`src/rtl/signed_divider_pkg.sv`:
```
// Shared types and helpers for the sequential signed divider.
// Holds the controller state encoding and the step-counter width rule.
package signed_divider_pkg;

  typedef enum logic [1:0] {
    IDLE = 2'd0,
    ITER = 2'd1,
    FIX  = 2'd2
  } div_state_e;

  // Counter must hold W-1; keep at least one bit for degenerate widths.
  function automatic int cnt_width(input int w);
    return (w <= 2) ? 1 : $clog2(w);
  endfunction

endpackage

```
`src/rtl/twos_complementer.sv`:
```
// Conditional two's-complement negation: y = neg ? -a : a.
// Used both for operand magnitude extraction and result sign correction.
module twos_complementer #(
  parameter int WIDTH = 16
) (
  input  logic [WIDTH-1:0] a,
  input  logic             neg,
  output logic [WIDTH-1:0] y
);

  assign y = neg ? (~a + WIDTH'(1)) : a;

endmodule

```
`src/rtl/signed_divider.sv`:
```
// Sequential radix-2 restoring signed divider, one quotient bit per clock.
// Truncates toward zero; flags divide-by-zero and the MIN / -1 overflow.
module signed_divider
  import signed_divider_pkg::*;
#(
  parameter int INPUT_LENGTH = 16
) (
  input  logic                           iClk,
  input  logic                           iRstN,
  input  logic                           iStart,
  input  logic signed [INPUT_LENGTH-1:0] iA,
  input  logic signed [INPUT_LENGTH-1:0] iB,
  output logic                           oBusy,
  output logic                           oDone,
  output logic signed [INPUT_LENGTH-1:0] oQuot,
  output logic signed [INPUT_LENGTH-1:0] oRem,
  output logic                           oDivByZero,
  output logic                           oOverflow
);

  localparam int             W        = INPUT_LENGTH;
  localparam int             CNT_W    = cnt_width(W);
  localparam logic [CNT_W-1:0] CNT_INIT = CNT_W'(W - 1);
  localparam logic [W-1:0]   MIN_VAL  = {1'b1, {(W-1){1'b0}}};

  div_state_e state_q, state_d;

  logic             a_neg_q, b_neg_q, dz_q, ovf_q;
  logic [W-1:0]     a_raw_q;
  logic [W-1:0]     dvsr_q;
  logic [W-1:0]     quo_q;
  logic [W:0]       rem_q;
  logic [CNT_W-1:0] cnt_q;

  logic             done_q, dz_out_q, ovf_out_q;
  logic [W-1:0]     quot_out_q, rem_out_q;

  logic [W-1:0]     a_mag, b_mag, quo_fix, rem_fix;
  logic [W+1:0]     shift_rem, trial;
  logic             trial_ok;

  twos_complementer #(.WIDTH(W)) u_mag_a (.a(iA),  .neg(iA[W-1]), .y(a_mag));
  twos_complementer #(.WIDTH(W)) u_mag_b (.a(iB),  .neg(iB[W-1]), .y(b_mag));
  twos_complementer #(.WIDTH(W)) u_fix_q (.a(quo_q), .neg(a_neg_q ^ b_neg_q), .y(quo_fix));
  twos_complementer #(.WIDTH(W)) u_fix_r (.a(rem_q[W-1:0]), .neg(a_neg_q), .y(rem_fix));

  // Restoring step: bring in the next dividend bit, trial-subtract the divisor.
  // The partial remainder stays below the divisor magnitude, so the extra top
  // bit of the difference is a reliable borrow indicator.
  assign shift_rem = {rem_q, quo_q[W-1]};
  assign trial     = shift_rem - {2'b00, dvsr_q};
  assign trial_ok  = ~trial[W+1];

  always_ff @(posedge iClk or negedge iRstN) begin
    if (!iRstN) state_q <= IDLE;
    else        state_q <= state_d;
  end

  always_comb begin
    state_d = state_q;
    case (state_q)
      IDLE:    if (iStart) state_d = ITER;
      ITER:    if (cnt_q == '0) state_d = FIX;
      FIX:     state_d = IDLE;
      default: state_d = IDLE;
    endcase
  end

  always_ff @(posedge iClk or negedge iRstN) begin
    if (!iRstN) begin
      a_neg_q    <= 1'b0;
      b_neg_q    <= 1'b0;
      dz_q       <= 1'b0;
      ovf_q      <= 1'b0;
      a_raw_q    <= '0;
      dvsr_q     <= '0;
      quo_q      <= '0;
      rem_q      <= '0;
      cnt_q      <= '0;
      done_q     <= 1'b0;
      dz_out_q   <= 1'b0;
      ovf_out_q  <= 1'b0;
      quot_out_q <= '0;
      rem_out_q  <= '0;
    end else begin
      done_q <= 1'b0;
      case (state_q)
        IDLE: begin
          if (iStart) begin
            a_neg_q <= iA[W-1];
            b_neg_q <= iB[W-1];
            dz_q    <= (iB == '0);
            ovf_q   <= (iA == MIN_VAL) && (iB == '1);
            a_raw_q <= iA;
            dvsr_q  <= b_mag;
            quo_q   <= a_mag;
            rem_q   <= '0;
            cnt_q   <= CNT_INIT;
          end
        end
        ITER: begin
          quo_q <= {quo_q[W-2:0], trial_ok};
          rem_q <= trial_ok ? trial[W:0] : shift_rem[W:0];
          cnt_q <= cnt_q - CNT_W'(1);
        end
        FIX: begin
          // Exceptional results override the (well-defined but meaningless) datapath.
          if (dz_q) begin
            quot_out_q <= '1;
            rem_out_q  <= a_raw_q;
          end else if (ovf_q) begin
            quot_out_q <= MIN_VAL;
            rem_out_q  <= '0;
          end else begin
            quot_out_q <= quo_fix;
            rem_out_q  <= rem_fix;
          end
          dz_out_q  <= dz_q;
          ovf_out_q <= ovf_q;
          done_q    <= 1'b1;
        end
        default: ;
      endcase
    end
  end

  assign oBusy      = (state_q != IDLE);
  assign oDone      = done_q;
  assign oQuot      = quot_out_q;
  assign oRem       = rem_out_q;
  assign oDivByZero = dz_out_q;
  assign oOverflow  = ovf_out_q;

endmodule

```
`config.mk`:
```
export PLATFORM = sky130hd
export DESIGN_NAME = signed_divider
export DESIGN_NICKNAME = d
export VERILOG_FILES = /design/src/rtl/signed_divider_pkg.sv /design/src/rtl/twos_complementer.sv /design/src/rtl/signed_divider.sv
export SDC_FILE = /design/constraint.sdc
export NUM_CORES = 1
export LEC_CHECK = 0
export CORE_MARGIN = 2
export CORE_UTILIZATION = 40
export CTS_BUF_LIST = sky130_fd_sc_hd__clkbuf_16
export CTS_CLUSTER_SIZE = 30
export DETAILED_ROUTE_END_ITERATION = 10
export PLACE_DENSITY = 0.6
export REMOVE_ABC_BUFFERS = 1
export SYNTH_ARGS = -nofsm -noshare
export SYNTH_HDL_FRONTEND = slang
export SYNTH_HIERARCHICAL = 1
export SYNTH_SLANG_ARGS = --single-unit
export TNS_END_PERCENT = 5
```
`constraint.sdc`:
```
create_clock -name iClk -period 4.8 [get_ports iClk]
set_clock_uncertainty 0.15 [all_clocks]
set_input_delay 0.72 -clock iClk [delete_from_list [all_inputs] [get_ports iClk]]
set_output_delay 0.72 -clock iClk [all_outputs]
set_load 0.01 [all_outputs]
```
==> key figures <==
Run status
  • Status: finished clean

Floorplanning
  • DIE WIDTH: 135.1 µm
  • Die Span Y: 135.1 µm
  • Core Box Area: 16700 µm²
  • Starting Density: 41.15%
  • Top-Level Pins: 71
  • Row cnt: 47
  • Die area: 18250 µm²

Flow run
  • Max-Cap Viols: 0

Clock network
  • Post-CTS setup buffer count: 0
  • Post-CTS Resized: 0
  • Root Driver: clkbuf_16
  • CTS tree: yes
  • Clk slew on worst S/H paths: 80 ps
  • Num Clock Sinks: 109
  • Number of buffers created by CTS: 9
  • H-tree Lvls: 3
  • Worst-skew pair later-pin latency: 360 ps
  • Cts hold-fix bufs: 0
  • Clock Path Buffers: 2

Global routing
  • First-pass GRT wire length: 29240 µm
  • Vias in the first global route: 5831
  • Total grt overflow: 0
  • All-Layer GR Usage: 20.02%
  • Initial antenna violation count: 0
  • Largest net degree at the start of global routing: 89

Drt
  • Residual DRC count: 0
  • Vias per cell: 5.526
  • DR top layer: met4
  • Via Count: 5918
  • DRT Pass-1 Iters: 5
  • 1st-iter DRT viols: 343
  • Met3 routed WL: 520 µm
  • DR WL/cell: 16.40 µm
  • Final wirelength: 17570 µm
  • Met2 WL: 8716 µm
  • Metal-1 WL: 7982 µm
  • ANT nets after route: 0

Setup path
  • Critical path class: flop to flop
  • Largest stage delay, worst path: 860 ps
  • Levels on crit path: 8
  • Buf+Inv Stages, Crit Path: 0
  • Data arrival, critical path: 3430 ps
  • Worst Setup SP: rem_q[7]
  • Worst flop-to-flop path startpoint: rem_q[7]
  • Crit end category: flop
  • Delay-heaviest family, CP: simple AND/OR/NAND/NOR gates
  • Critical Path, Cell by Cell: ha_1 > a21oi_2 > o21ai_1 > and2_4 > o211a_1 > nor3_2 > mux2_2 > o21ai_0
  • Worst Setup Start Kind: flop
  • Req. time, crit path: 4920 ps
  • Worst r2r path cells: 8
  • CP max stage cell: nor3_2
  • CP Max Fanout: 14

Synthesis
  • Distinct cell type count after synthesis: 62
  • Synth warn: 6
  • Asr flop ratio synth: 100.0%
  • Post-synth EDFFs: 0
  • Cell Area, Synth: 6873 µm²
  • Register bit count reported by yosys: 109
  • Share of the yosys chip area belonging to registers: 39.69%
  • Syn avg cell area: 8.602 µm²
  • Post-synthesis instance total: 799
  • Most used flip-flop cell after synthesis: dfrtp_1

Timing
  • Final Critical Period: 3314 ps
  • Endpoints failing hold: 0
  • Setup_tns: 0 ps
  • Final worst path period share: 69.04%
  • Worst slew pin tran: 1207 ps
  • WHS: 328.5 ps
  • Final slew viol count: 0
  • Max_slew headroom: 19.27%
  • RSZ-0062 raised after global routing: false
  • Fmax: 301.7 MHz
  • Setup violators final: 0

Placement
  • GP Congestion: 0.8465
  • Detailed Place HPWL: 12580 µm
  • Number of port buffers: 70

Power and ir drop
  • Pint: 0.003317 W
  • Sw frac: 44.53%
  • Switching power of the nets: 0.002664 W
  • Pwr dens: 748.0 nW/µm²
  • Peak VDD IR: 273.6 µV
  • Combinational power share: 58.6%
  • Static Leak: 3.464 nW
  • Clock power frac: 12.4%
  • Seq pwr share: 29.0%

Cells and area
  • Most frequent cells in the layout: nand2_1 (179), dfrtp_1 (109), o21ai_0 (83)
  • Fraction of layout cells with a size suffix above 1: 7.403%
  • Most common cell after layout, fill and taps aside: nand2_1
  • Area growth, synth to finish: 16.35%
  • # diodes: 0
  • Total Nets Final: 903

Hold path
  • Hold Crit Class: flop to flop
  • Worst hold path startpoint: oDivByZero
  • WHS Path Cells: 2
[cells in the mapped netlist (2+ instances only)]
cell      instances  area share [%]
o31ai_1          21             2.3
nand2b_1          3            0.27
nor2_1           14            0.76
or4_1            14             1.5
and3_1            2            0.18
inv_1            34             1.9
a31oi_1           4            0.36
and4_4            2            0.33
a211oi_1          2            0.22
or3_1            11             1.0
and3_2            2            0.22
o41ai_1           6            0.76
mux2_2            3            0.49
nor2b_1           3            0.27
nor4_1            8            0.73
xor2_1           26             3.3
a21oi_2           3            0.38
nor3_2            2            0.29
o41ai_2           4            0.95
or3_4             4            0.66
a21oi_1          26             1.9
o211ai_1          7            0.76
xnor2_1          41             5.2
and2_1            4            0.36
buf_6             3            0.49
clkbuf_1         34             1.9
mux2i_1           6            0.87
dfrtp_1         109              40
ha_1             21             3.8
nand4_1           6            0.55
nand3_1          23             1.7
a21o_1            4            0.44
clkbuf_8          2            0.40
nand2_1         179             9.8
nand4b_1          2            0.25
a22oi_1          31             3.4
a221o_1           3            0.44
or2_2             5            0.46
o21ai_1           2            0.15
nor3_1            7            0.51
o21ai_0          83             6.0
nand3b_1          3            0.33
o21a_1            5            0.55
buf_4             4            0.44
o31a_2            4            0.58
[cell type report]
cell class / count / area (µm²)
Multi-Input combinational cell: 611 / 3800
Clock buffer: 9 / 225.2
Timing Repair Buffer: 80 / 773.2
Inverter: 35 / 131.4
Fill cell: 1645 / 8705
Tap cell: 220 / 275.3
Sequential cell: 109 / 2728
Clock inverter: 7 / 63.81
[flip-flops by register name, summed over array words and instances, names as in the netlist, 2 cells and up]
signal and flops:
rem_q 17, dvsr_q 16, oQuot 16, oRem 16
quo_q 16, a_raw_q 15, cnt_q 4, state_q 2
[per-stage QoR]
stage / power (W) / utilization, % / worst slack, ps / area, µm² / instances
floorplan: 0.004188 / - / 1641 / 6650 / 755
global placement: 0.005175 / 46.15 / 1594 / 7707 / 1055
detailed placement: 0.005248 / 46.15 / 1519 / 7707 / 1055
CTS: 0.006020 / 47.88 / 1494 / 7996 / 1071
global route: 0.006555 / 47.88 / 1248 / 7996 / 1071
finish: 0.005981 / 47.88 / 1486 / 7996 / 1071
[power groups by stage]
stage	Combinational [W]	Sequential (W)	Clock (W)
final	0.00350	0.00173	0.000744
after global routing	0.00395	0.00180	0.000809
after CTS	0.00352	0.00173	0.000769
after detailed placement	0.00350	0.00175	0
after global placement	0.00345	0.00173	0
after floorplan	0.00252	0.00167	0
[cells by family after synthesis]
group | Yosys count | share of synthesized area (%)
DFF | 109 | 39.69
buffers and inverters | 79 | 5.152
adders and majority gates | 22 | 4.114
AOI/OAI and AO/OA | 214 | 20.35
xor gates and xnor gates | 67 | 8.538
muxes | 9 | 1.365
and+or+nand+nor | 299 | 20.79
[worst register-to-register path, cell delays in order, from the launching register on]
cell and delay (ps):
dfrtp_1 490, ha_1 460, a21oi_2 190, o21ai_1 80, and2_4 170, o211a_1 240
nor3_2 860, mux2_2 420, o21ai_0 170
[path summary, 6_finish.rpt]
kind                               to  slack [ps]
min                        oDivByZero         330
max                          rem_q[0]        1490
min in group asynchronous    oQuot[4]         420
max reg2reg                  rem_q[0]        1490
min reg2reg                oDivByZero         330
max in group asynchronous    rem_q[3]        3160
[per-layer routing]
layer	global-route usage, %	vias to the layer above
met3	2.365	27
met4	7.292	0
met1	25.32	2852
met2	35.25	114
li1	-	2925
met5	0	-
(Power assumes the default switching activity.)
==> RTL edit 1: new RTL, same settings <==
Set the parameter `INPUT_LENGTH` to 32 (it was 16).
--- a/src/rtl/signed_divider.sv
+++ b/src/rtl/signed_divider.sv
@@ -3,7 +3,7 @@
 module signed_divider
   import signed_divider_pkg::*;
 #(
-  parameter int INPUT_LENGTH = 16
+  parameter int INPUT_LENGTH = 32
 ) (
   input  logic                           iClk,
   input  logic                           iRstN,
Interface: changed (resized iA, iB, oQuot and oRem); port bits go from 71 to 135. No check against the original RTL was run, so the function may have changed too.
==> RTL edit 1 against the original RTL <==
- utilization fell by 0.78 points
- via count rose by 130%
- area after synthesis rose by 110%
- clock power rose to 2.5 times the old value
- sequential power rose by 87%
- total power rose by 110%
- cell area rose by 110%
- global-route usage rose by 2.5 points
- worst setup slack got worse by 0.43 ns
- sequential cell count rose by 97
- routed wire length rose by 150%
- first-iteration DRC count rose to 2.9 times the old value
- critical path type unchanged
- critical endpoint is now rem_q[8]
- largest cell class unchanged
==> RTL edit 1: results (changes against the original RTL) <==
- Antenna cells: 0 (unchanged)
- CP Class: register to register
- Slowest-stage cell, CP: dfrtp_1
- # Post-CTS Setup Buffers: 0 (unchanged)
- Leakage: 6.98 nW (+100%)
- Number of I/O port buffers: 134 (+91%)
- Antenna violations before repair: 1 (+1)
- Outcome: complete, no violations
- Ranking of synthesized cells by area: dfrtp_1 35%, nand2_1 9.1%, xnor2_1 7.8%
- Total CTS buffers: 25 (+16)
- Clk root buf: clkbuf_16
- Overall Global Routing Usage: 22.5% (+2.5 points)
- CP max FO: 25 (+11)
- Largest net degree at the start of global routing: 137 (+54%)
- H-Tree Depth: 1 (-2)
- First-pass GRT wire length: 70000 µm (+140%)
- Most frequent cells after synthesis: 354 x nand2_1, 206 x dfrtp_1, 155 x o21ai_0, 130 x xnor2_1, 100 x nand3_1
- Synth async-reset ratio: 100% (unchanged)
- CP delay by family, top: compound AO/OA/AOI/OAI gates
- Top reg by flops: rem_q
- Max reg flops: 33 (+16)
- Share of layout cells above drive strength 1: 6.62% (-0.79 points)
- Final GP Congestion: 0.897 (+6.0%)
- Worst r2r src: rem_q[11]
- Placed cell area: 16300 µm² (+110%)
- Top cell type's share of synthesized area: 35.2% (-4.5 points)
- Vias: 13460 (+130%)
- R2R depth: 9 (+1)
- CTS Buffer Depth: 3 (+1)
- Primary FF master, synth: dfrtp_1
- Initial DRC count: 1010 (+190%)
- Number of distinct library cells after synthesis: 77 (+24%)
- Worst hold path class: input pin to async pin
- Relative slew slack: 29.9% (+11 points)
- Hpwl dp: 31500 µm (+150%)
- Int Power: 0.00668 W (+100%)
- WL final: 43400 µm (+150%)
- Sequential share of the synthesized area: 35.2% (-4.5 points)
- Slowest Stage Delay on Critical Path: 0.59 ns (-0.27 ns)
- Layout Nets: 1932 (+110%)
- Worst VDD drop: 0.000329 V (+20%)
- Number of fill cells in the layout: 3547 (+120%)
- Max Cap Viol: 0 (unchanged)
- Worst-Skew Late Latency: 0.53 ns (+0.17 ns)
- Yosys warning count: 6 (unchanged)
- DRT Pass-1 Iters: 5 (unchanged)
- PwrDens: 749 nW/µm² (+0.12%)
- PostCTS Resize Cnt: 0 (unchanged)
- Clock transition at path regs: 0.06 ns (-0.02 ns)
## RTL edit 1: routing by layer
layer / vias up / global-route usage [%] / wire, µm
met5: - / 0 / 0
met4: 0 / 5.15 / 852
met3: 55 / 2.19 / 2060
met2: 365 / 36.7 / 20000
met1: 6504 / 32.3 / 20500
li1: 6536 / - / -
## RTL edit 1: logic make-up after synthesis
group                      count (synthesis)  synth area share (%)
and+or+nand+nor                          720                  24.9
AOI/OAI and AO/OA                        465                  22.1
DFF                                      206                  35.2
buffers and inverters                    167                  4.65
xor gates and xnor gates                 142                  8.49
adders and majority gates                 39                  3.38
muxes                                     19                  1.35
## RTL edit 1: path summary, 6_finish.rpt
kind	end	slack, ns
max	rem_q[8]	1.06
min	oOverflow	0.03
max reg2reg	rem_q[8]	1.06
min reg2reg	oRem[22]	0.32
max in group asynchronous	a_raw_q[19]	3.34
min in group iClk	oRem[22]	0.32
## RTL edit 1: stage by stage
stage / worst slack, ns / setup TNS [ns] / total power (W) / hold slack (ns) / instances
final: 1.06 / 0 / 0.0128 / 0.0323 / 2312
after global routing: 0.789 / 0 / 0.0139 / 0.0738 / 2312
after CTS: 1.12 / 0 / 0.0128 / 0.0597 / 2312
after detailed placement: 1.14 / 0 / 0.0109 / 0.315 / 2267
after global placement: 1.24 / 0 / 0.0107 / 0.309 / 2267
after floorplan: -2.81 / -149.25 / 0.00879 / 0.274 / 1646
## RTL edit 1: power by group through the flow
stage | combinational (W) | clock [W] | sequential [W]
after floorplan | 0.00573 | 0 | 0.00306
after global placement | 0.00752 | 0 | 0.00322
after detailed placement | 0.00761 | 0 | 0.00324
after CTS | 0.00765 | 0.00193 | 0.00322
after global routing | 0.00861 | 0.00201 | 0.00333
final | 0.00770 | 0.00189 | 0.00323
## RTL edit 1: area by class of cell
type	instances	area share [%]
repair buffers	153	8.84
flip-flops and latches	206	30.1
clock inverters	20	1.07
well taps	468	3.42
inverters	55	1.21
multi-input cells	1385	51.7
clock buffers	25	3.65
==> RTL edit 2: new RTL, same flow settings <==
Made on the original files. Reset style: synchronous (`iRstN`), changed in 2 clocked blocks.
--- a/src/rtl/signed_divider.sv
+++ b/src/rtl/signed_divider.sv
@@ -51,7 +51,7 @@
   assign trial     = shift_rem - {2'b00, dvsr_q};
   assign trial_ok  = ~trial[W+1];
 
-  always_ff @(posedge iClk or negedge iRstN) begin
+  always_ff @(posedge iClk) begin
     if (!iRstN) state_q <= IDLE;
     else        state_q <= state_d;
   end
@@ -66,7 +66,7 @@
     endcase
   end
 
-  always_ff @(posedge iClk or negedge iRstN) begin
+  always_ff @(posedge iClk) begin
     if (!iRstN) begin
       a_neg_q    <= 1'b0;
       b_neg_q    <= 1'b0;
Formal check against the unedited RTL: differs if iRstN is asserted again (counterexample within 4 cycles, from zero or initial values and one cycle with iRstN low); with iRstN held inactive, the same outputs for 10 cycles.
==> RTL edit 2 against the original RTL <==
- cell area decreased by 3.8%
- combinational power fell by 39%
- routed wire length is 0.53% lower
- first-iteration DRC count grew 20%
- worst setup slack gained 0.13 ns
- synthesized cell count grew 9.8%
- final cell count up 6.2%
- area after synthesis fell by 4.1%
- clock power is 4.7% lower
- sequential cell count unchanged
- critical path depth unchanged
- utilization up 0.21 points
- critical path type unchanged
- total power shrank 33%
==> RTL edit 2: results (changes against the original RTL) <==
- Vias: 6190 (+4.6%)
- Leakage: 2.93 nW (-15%)
- Placed cell area: 7420 µm² (-3.7%)
- Largest net degree at the start of global routing: 41 (-54%)
- Met2 wire length: 8060 µm (-7.5%)
- Synth Area in Compound Gates: 25.4% (+5.0 points)
- Most frequent cells after synthesis: 178 x nand2_1, 115 x a21oi_1, 109 x dfxtp_1, 57 x o21ai_0, 44 x xnor2_1
- Switching power: 0.00180 W (-33%)
- Outcome: complete, no violations
- Pre-CTS WS: 1.59 ns (+0.0668 ns)
- Placed cell count: 1121 (+6.3%)
- Post-Synth XOR/XNOR Area: 8.90% (+0.36 points)
- Slowest-stage cell, CP: nor2_1
- Layout Nets: 973 (+7.8%)
- Overall Global Routing Usage: 20.2% (+0.16 points)
- Primary FF master, synth: dfxtp_1
- Ranking of synthesized cells by area: dfxtp_1 33%, nand2_1 10%, a21oi_1 8.7%
- Avg Cell Area, Syn: 7.52 µm² (-13%)
- Adder-Cell Fraction of Synth Area: 4.29% (+0.17 points)
- Synth async-reset ratio: 0% (-100 points)
- Clock power frac: 17.6% (+5.2 points)
- Mux cell area share after synthesis: 0% (-1.4 points)
- Worst VDD drop: 0.000310 V (+13%)
- Vias in the first global route: 5777 (-0.93%)
- Initial DRC count: 410 (+20%)
- Worst Path Arrival: 3.24 ns (-0.19 ns)
- Avg WL per Cell: 15.4 µm (-6.3%)
- Routing usage on met1: 27.5% (+2.2 points)
RTL edit 2: layout make-up:
type	count	area, µm²	share of cell area, %
clock buffers	9	225	2.93
clock inverters	7	50.0	0.650
inverters	40	150	1.95
multi-input cells	675	4030	52.4
flip-flops and latches	109	2180	28.4
well taps	216	270	3.51
repair buffers	81	783	10.2
RTL edit 2: worst paths after layout:
check                  start         end  slack [ns]  depth (start not counted)
setup reg to reg    rem_q[3]    rem_q[8]        1.62                          8
setup / recovery    rem_q[3]    rem_q[8]        1.62                          8
hold / removal    a_raw_q[6]  a_raw_q[6]        0.30                          2
hold reg to reg   a_raw_q[6]  a_raw_q[6]        0.30                          2
RTL edit 2: worst reg2reg max path, stage by stage (launching register included):
cell and delay [ns]:
dfxtp_1 0.49, ha_1 0.37, a21o_1 0.25, a31oi_2 0.27, a21oi_2 0.10, o21a_1 0.23
o21a_1 0.23, nor2_1 0.74, o211ai_1 0.20
